File: src/rtl/shift_seq_unit_pkg.sv
// Shared processor package: shift opcodes, sequencer states and step count.
// Used by the ALU control and the iterative shifter.
package shift_seq_unit_pkg;

  localparam logic [3:0] ALU_SLL = 4'b0001;
  localparam logic [3:0] ALU_SRA = 4'b1101;

  localparam int STEPS = 5;

  typedef enum logic [1:0] {
    IDLE = 2'd0,
    RUN  = 2'd1,
    DONE = 2'd2
  } state_t;

endpackage

File: src/rtl/shift_stage_k.sv
// Single combinational shift stage by a fixed K.
// Left is logical; right is arithmetic.
module shift_stage_k #(
  parameter int K = 1
) (
  input  logic [31:0] dataIn,
  input  logic        right,
  output logic [31:0] dataOut
);

  assign dataOut = right ? 32'($signed(dataIn) >>> K)
                         : dataIn << K;

endmodule

File: src/rtl/shift_seq_unit.sv
// Iterative SLL/SRA unit: one binary-weighted stage
// (16, 8, 4, 2, 1) per clock, result pulsed in DONE.
module shift_seq_unit (
  input  logic        clock,
  input  logic        reset,
  input  logic        ctrl_shift,
  input  logic [31:0] data_in,
  input  logic [4:0]  shamt,
  input  logic        right,
  output logic        busy,
  output logic        result_rdy,
  output logic [31:0] result
);
  import shift_seq_unit_pkg::*;

  state_t      state;
  logic [31:0] work;
  logic [4:0]  amt;
  logic        dir;
  logic [2:0]  step;

  logic [31:0] s16, s8, s4, s2, s1;
  logic [31:0] stageOut;
  logic [31:0] nextWork;
  logic        applyBit;
  logic        accept;

  shift_stage_k #(.K(16)) uS16 (
    .dataIn(work), .right(dir), .dataOut(s16));
  shift_stage_k #(.K(8)) uS8 (
    .dataIn(work), .right(dir), .dataOut(s8));
  shift_stage_k #(.K(4)) uS4 (
    .dataIn(work), .right(dir), .dataOut(s4));
  shift_stage_k #(.K(2)) uS2 (
    .dataIn(work), .right(dir), .dataOut(s2));
  shift_stage_k #(.K(1)) uS1 (
    .dataIn(work), .right(dir), .dataOut(s1));

  // Stage k=16>>step is applied when amt[4-step] is set.
  always_comb begin
    stageOut = work;
    applyBit = 1'b0;
    case (step)
      3'd0: begin stageOut = s16; applyBit = amt[4]; end
      3'd1: begin stageOut = s8;  applyBit = amt[3]; end
      3'd2: begin stageOut = s4;  applyBit = amt[2]; end
      3'd3: begin stageOut = s2;  applyBit = amt[1]; end
      3'd4: begin stageOut = s1;  applyBit = amt[0]; end
      default: begin stageOut = work; applyBit = 1'b0; end
    endcase
    nextWork = applyBit ? stageOut : work;
  end

  assign accept = ctrl_shift && (state != RUN);

  always_ff @(posedge clock) begin
    if (reset) begin
      state  <= IDLE;
      work   <= '0;
      amt    <= '0;
      dir    <= 1'b0;
      step   <= '0;
      result <= '0;
    end else if (accept) begin
      state <= RUN;
      work  <= data_in;
      amt   <= shamt;
      dir   <= right;
      step  <= '0;
    end else begin
      case (state)
        RUN: begin
          work <= nextWork;
          step <= step + 3'd1;
          if (step == 3'(STEPS - 1)) begin
            result <= nextWork;
            state  <= DONE;
          end
        end
        DONE:    state <= IDLE;
        default: state <= IDLE;
      endcase
    end
  end

  assign busy       = (state == RUN);
  assign result_rdy = (state == DONE);

endmodule

File: config.mk
export PLATFORM = sky130hd
export DESIGN_NAME = shift_seq_unit
export DESIGN_NICKNAME = d
export VERILOG_FILES = /design/src/rtl/shift_seq_unit_pkg.sv /design/src/rtl/shift_stage_k.sv /design/src/rtl/shift_seq_unit.sv
export SDC_FILE = /design/constraint.sdc
export NUM_CORES = 1
export LEC_CHECK = 0
export ABC_AREA = 1
export BUFFER_PORTS_ARGS = -buffer_cell sky130_fd_sc_hd__clkbuf_2
export CAP_MARGIN = 0
export CORE_MARGIN = 2
export CORE_UTILIZATION = 35
export DETAILED_ROUTE_END_ITERATION = 6
export GPL_ROUTABILITY_DRIVEN = 0
export HOLD_SLACK_MARGIN = 0.05
export SLEW_MARGIN = 20
export SYNTH_ARGS = -nofsm -noshare
export SYNTH_HDL_FRONTEND = slang
export SYNTH_SLANG_ARGS = --single-unit
File: constraint.sdc
create_clock -name clock -period 3.81 [get_ports clock]
set_clock_uncertainty 0.2 [all_clocks]
set_input_delay 0.5715 -clock clock [delete_from_list [all_inputs] [get_ports clock]]
set_output_delay 0.5715 -clock clock [all_outputs]
set_load 0.01 [all_outputs]
==> metrics.md, run 1 <==
| Metric | Value |
|---|---|
| Top_reg_cell synth | `dfxtp_1` |
| Sum Neg Setup Slack | `0 ps` |
| Gr ovfl total | `0` |
| Core Area | `between 10000 and 15000 um2` |
| Largest net degree at the start of global routing | `52` |
| Dominant cell type by area after synthesis | `dfxtp_1` |
| Placed cell areas | `5580 um2` |
| Initial drt markers | `762` |
| Cts bufs inserted | `9` |
| Total track usage | `0.2359` |
| Status | `completed` |
| Starting Density | `0.3569` |
| Clock power frac | `0.379` |
| Clock Tree Root | `clkbuf_16` |
| Critical path peak fanout | `23` |
| Ant diodes | `0` |
| Final WS setup | `937.1 ps` |
| Fin crit period | `~2900 ps` |
| FF-to-FF path depth | `14` |
| Internal power | `roughly 1500 uW` |
| RR Startpoint | `step[0]` |
| Max-cap violations | `0` |
| Sink Count | `75` |
| R2r endpoint | `work[23]` |
| Wire per inst | `16.48 um` |
| Row Count | `44` |
| Final hold vios | `0` |
| Ys async rst share | `0` |
| Combinational power share | `0.240` |
| Die X | `125.5 um` |
| Cells after DPL | `1119` |
| Endpoints failing setup | `0` |
| Synth-to-layout area growth | `13.46%` |
| Pre-CTS setup slack | `1031 ps` |
| Area contributors post-synth | `dfxtp_1 29%, nand2_1 23%, nand3_1 13%, nor2_1 8.4%, inv_1 4.6%` |
| TritonRoute pass-1 iters | `6` |
| Vias in the first global route | `5560` |
| Mean post-synth cell area | `5.723 um2` |
| Worst-skew pair later-pin latency | `340 ps` |
| Top-area cell type share of the netlist area | `0.2906` |
| IO Count | `75` |
| Switch Pwr | `around 750 uW` |
| Post-detailed-route count of antenna-violating nets | `0` |
| Die height | `125.5 um` |
| Cell Count, Final, Fillers Out | `around 1100` |
| CTS resizes | `0` |
| Slack of the worst reg-to-reg path | `940 ps` |
| Layout net count | `992` |
| Sequential share of power | `0.381` |
| Mapped Cells | `903` |
| Slew @ Worst Pin | `1100 ps` |
| WP data required | `~3900 ps` |
| Synth Net Count | `949` |
| Final Slew Violations | `0` |
| CTS H-tree lvls | `3` |
| Post-CTS setup buffer count | `0` |
| Max-slew headroom | `0.2668` |
| Post-DP HPWL | `13460 um` |
| Sw frac | `0.3370` |
| Worst-path clk slew | `60 ps` |
| Worst Setup SP | `step[0]` |
| Critical Path End | `work[23]` |
| Critical path class | `flip-flop to flip-flop` |
| CTS Hold Bufs | `0` |
| VDD IR max | `~0.17 mV` |
| Via count | `slightly above 6000` |
| CP Capture Type | `flip-flop` |
| Class of the worst hold path | `flip-flop to flip-flop` |
| Sequential fraction of the synthesis area | `0.2906` |
| Pwr dens | `381.9 nW/um2` |
| First-pass GRT wire length | `29970 um` |
| CTS tree | `done` |
| Fillers | `1608` |
| Initial antenna violation count | `0` |
| Arr. time, crit path | `about 2900 ps` |
| Vias per cell | `5.350` |
| Flop and latch count out of synthesis | `75` |
| DIE AREA | `15750 um2` |
| Crit start category | `flip-flop` |
| Total routed wirelength | `about 19000 um` |
| Drt drc | `0` |
| Yosys Warn Count | `0` |
| Commonest cells post-synth | `317 x nand2_1, 137 x nand3_1, 115 x nor2_1` |
| Clock Path Buffers | `2` |
| Design area | `5863 um2` |
| Most common cell in the netlist | `nand2_1` |
| Count of flip-flops with a built-in enable after synthesis | `0` |
| Fmax achieved | `0.3481 GHz` |
| Netlist cell types | `29` |
| Leakage power | `0.002977 uW` |
| Tcrit/Tclk final | `0.7540` |
| RSZ-0062 raised after global routing | `false` |
| Cell Area, Synth | `5167 um2` |
| IO Port Bufs | `74` |
| Layout cells sized above 1 | `0.1243` |
==> routing by layer <==
metal | track usage | vias to the layer above | part of all wire
li1 | - | 2959 | -
met1 | 0.3252 | 2714 | 0.44
met2 | 0.3650 | 328 | 0.44
met3 | 0.03766 | 60 | 0.079
met4 | 0.1013 | 0 | 0.040
met5 | 0 | - | 0
==> layout by cell type, fill, tap and decap left out, drive strengths merged <==
| cell | instances |
|---|---|
| nand2 | 319 |
| buf | 10 |
| a31oi | 1 |
| nor3 | 8 |
| nand3b | 13 |
| clkbuf | 85 |
| o22ai | 2 |
| ha | 5 |
| o21ai | 52 |
| a21oi | 41 |
| bufinv | 1 |
| nand3 | 141 |
| clkinv | 2 |
| nand4 | 2 |
| dfxtp | 75 |
| or2 | 1 |
| nor2 | 121 |
| inv | 70 |
==> power groups by stage <==
stage | clock network, uW | registers (uW) | logic [uW]
6_report | 848 | 854 | 538
3_3_place_gp | 0 | 869 | 528
5_1_grt | 896 | 857 | 593
3_5_place_dp | 0 | 870 | 521
4_1_cts | 862 | 853 | 524
2_1_floorplan | 0 | 858 | 377
==> state kept, by name, indices dropped and copies added, names as in the netlist <==
register,count
step,3
result,32
amt,5
dir,1
state,2
work,32
==> critical path, stage by stage, from the launching register on <==
cell,delay (ps)
dfxtp_1,340
inv_1,110
ha_1,310
nand2_4,180
inv_2,410
nand2_1,100
nand2_1,130
nor2_4,50
inv_2,310
buf_4,250
nand3b_1,100
nand2_1,90
nand2_1,50
nand2_1,80
nand2_1,50
==> metrics by stage <==
step                hold slack [ps]  total power, uW    util
detailed placement            240.4             1391  0.3854
finish                        251.1             2239  0.4049
global placement              241.9             1397  0.3854
global route                  266.2             2345  0.4049
CTS                           250.9             2238  0.4049
floorplan                     225.8             1235       -
==> logic make-up after synthesis <==
kind of cell | share of synthesized area
AO/OA/AOI/OAI | 0.09371
adder cells (fa/ha/maj) | 0.01211
buffers and inverters | 0.1022
flip-flops | 0.2906
AND/OR/NAND/NOR | 0.5015
==> worst min path at each step <==
stage | from | end | slack (ps) | cells past startpoint
after floorplan | work[10] | work[10] | 230 | 2
after global placement | work[21] | work[21] | 240 | 2
after detailed placement | work[10] | work[10] | 240 | 2
after CTS | shamt[0] | amt[0] | 250 | 3
after global routing | work[25] | work[25] | 270 | 2
final | work[10] | work[10] | 250 | 2
==> cell type report <==
| type | instances | area [um2] | share of cell area |
|---|---|---|---|
| inverter | 70 | 265.3 | 0.04524 |
| sequential | 75 | 1501 | 0.2561 |
| timing repair buffer | 84 | 445.4 | 0.07597 |
| tap | 184 | 230.2 | 0.03927 |
| multi-input combinational | 706 | 3138 | 0.5352 |
| clock buffer | 11 | 242.7 | 0.04140 |
| clock inverter | 3 | 40.04 | 0.006829 |
No activity file was read; power rests on OpenSTA's default activity.
==> run 2, diff against run 1 <==
- clock period: 3.81 -> 3 ns (I/O delays scaled with it)
==> run 2 against run 1 <==
Effect of this change:
- global-route usage up 0.29 points
- sequential cell count unchanged
- via count up 0.89%
==> metrics.md, run 2 (synthesized netlist as in run 1, its figures left out) <==
| Metric | Value |
|---|---|
| Worst-path clk slew | `60 ps (about the same)` |
| FF-to-FF path depth | `14 (unchanged)` |
| Layout net count | `1001 (+0.91%)` |
| Die X | `125.5 um (unchanged)` |
| Largest net degree at the start of global routing | `52 (unchanged)` |
| Post-CTS setup buffer count | `0 (unchanged)` |
| Critical path class | `flip-flop to flip-flop` |
| Gr ovfl total | `0 (unchanged)` |
| Fmax achieved | `0.4062 GHz (+17%)` |
| Multi-input gate area | `3138 um2 (unchanged)` |
| Worst-skew pair later-pin latency | `350 ps (about the same)` |
| Layout cells sized above 1 | `0.1344 (+0.01003)` |
| CTS Hold Bufs | `0 (unchanged)` |
| Synth-to-layout area growth | `15.96%` |
| Fillers | `1617 (+0.56%)` |
| CTS H-tree lvls | `3 (unchanged)` |
| Status | `completed` |
| VDD IR max | `0.2426 mV (+43%)` |
| Total routed wirelength | `18750 um (+0.40%)` |
| Ant diodes | `0 (unchanged)` |
| Final hold vios | `0 (unchanged)` |
| Max-cap violations | `0 (unchanged)` |
| Switch Pwr | `991.7 uW (+31%)` |
| Combinational power share | `0.235 (-0.005)` |
| Core Area | `14480 um2 (unchanged)` |
| Hold-critical path depth | `3 (+1)` |
| IO Port Bufs | `74 (unchanged)` |
| Starting Density | `0.3569 (unchanged)` |
| Wire per inst | `16.39 um (-0.57%)` |
| Post-DP HPWL | `13970 um (+3.8%)` |
| Cts bufs inserted | `9 (unchanged)` |
| Sink Count | `75 (unchanged)` |
| Sequential share of power | `0.366 (-0.015)` |
| Vias in the first global route | `5704 (+2.6%)` |
| Leakage power | `0.003043 uW (+2.2%)` |
| Fin crit period | `2462 ps (-411.1 ps)` |
| Clock power frac | `0.399 (+0.020)` |
| Sw frac | `0.3344 (-0.002624)` |
| Tcrit/Tclk final | `0.8206 (+0.06656)` |
| First-pass GRT wire length | `30430 um (+1.5%)` |
| Clock Path Buffers | `2 (unchanged)` |
| Commonest non-fill, non-tap cells in the layout | `317 x nand2_1, 137 x nand3_1, 115 x nor2_1, 75 x dfxtp_1, 74 x clkbuf_2` |
| Initial drt markers | `840 (+10%)` |
| Initial antenna violation count | `0 (unchanged)` |
| Post-detailed-route count of antenna-violating nets | `0 (unchanged)` |
| CTS resizes | `0 (unchanged)` |
| RSZ-0062 raised after global routing | `false` |
| WP data required | `3030 ps (-820 ps)` |
| Total track usage | `0.2389 (+0.002937)` |
| CTS tree | `done` |
| Internal power | `1974 uW (+33%)` |
| Sum Neg Setup Slack | `0 ps (unchanged)` |
| Crit start category | `flip-flop` |
| Largest regs | `result: 32 flops, work: 32 flops, amt: 5 flops` |
| Vias per cell | `5.345 (about the same)` |
| Max-slew headroom | `0.4706 (+0.2038)` |
| Critical path peak fanout | `17 (-26%)` |
| Storage cell area | `1501 um2 (unchanged)` |
| Row Count | `44 (unchanged)` |
| Class of the worst hold path | `primary input to flip-flop` |
| Via count | `6115 (+0.89%)` |
| CP Capture Type | `flip-flop` |
| Fin Hold WS | `133.4 ps (-117.7 ps)` |
| Slew @ Worst Pin | `792.2 ps (-307.7 ps)` |
| TritonRoute pass-1 iters | `5 (-1)` |
| Die height | `125.5 um (unchanged)` |
| DIE AREA | `15750 um2 (unchanged)` |
| Commonest non-fill, non-tap cell in the layout | `nand2_1` |
| Clock Tree Root | `clkbuf_16` |
| IO Count | `75 (unchanged)` |
| Arr. time, crit path | `2490 ps (-420 ps)` |
| Pwr dens | `494.9 nW/um2 (+30%)` |
| Final Slew Violations | `0 (unchanged)` |
| Drt drc | `0 (unchanged)` |
| Endpoints failing setup | `0 (unchanged)` |
run 2: cell count changes in the layout (fill, tap and decap cells not counted):
cell and change:
buf_4 +7, buf_12 +2, clkinv_4 +2, bufinv_16 +1, clkbuf_8 -1, clkinv_2 -1, clkinvlp_4 +1
run 2: power by group through the flow:
stage | Clock [uW] | Combinational (uW) | Sequential, uW
after global routing | 1240 | 775 | 1090
after floorplan | 0 | 478 | 1090
final | 1180 | 698 | 1090
after detailed placement | 0 | 681 | 1110
after global placement | 0 | 684 | 1100
after CTS | 1200 | 684 | 1080
run 2: worst paths after layout:
path | start | endpoint | slack, ps
setup / recovery | step[0] | work[22] | 540
hold / removal | shamt[3] | amt[3] | 130
setup reg to reg | step[0] | work[22] | 540
hold reg to reg | work[21] | work[21] | 250
run 2: cell type report:
class / instances / share of cell area
flip-flops and latches: 75 / 0.2506
inverters: 70 / 0.04427
clock buffers: 10 / 0.03821
well taps: 184 / 0.03842
multi-input cells: 706 / 0.5237
repair buffers: 93 / 0.08979
clock inverters: 6 / 0.01503
run 2: metrics by stage:
stage / setup slack [ps] / std cells / util / cell area (um2) / total power [uW]
2_1_floorplan: 1045 / 903 / - / 5167 / 1568
3_3_place_gp: 670.3 / 1128 / 0.3918 / 5673 / 1789
3_5_place_dp: 587.1 / 1128 / 0.3918 / 5673 / 1786
4_1_cts: 574.9 / 1144 / 0.4138 / 5992 / 2969
5_1_grt: 358.4 / 1144 / 0.4138 / 5992 / 3108
6_report: 538.2 / 1144 / 0.4138 / 5992 / 2966
run 2: per-layer routing:
| layer | GRT usage | up-vias | wire [um] |
|---|---|---|---|
| li1 | - | 2982 | - |
| met1 | 0.3197 | 2736 | 7911 |
| met2 | 0.3704 | 338 | 8413 |
| met3 | 0.05392 | 59 | 1693 |
| met4 | 0.1007 | 0 | 726 |
| met5 | 0 | - | 0 |
run 2: critical path, stage by stage, from the launching register on:
cell and delay, ps:
dfxtp_1 350, inv_1 110, ha_1 300, inv_2 70, nor2_4 170, nand2_1 80
nand2_1 100, nor2_4 50, inv_2 310, buf_12 210, nand3b_1 110, nand2_1 110
nand2_1 50, nand2_1 80, nand2_1 50
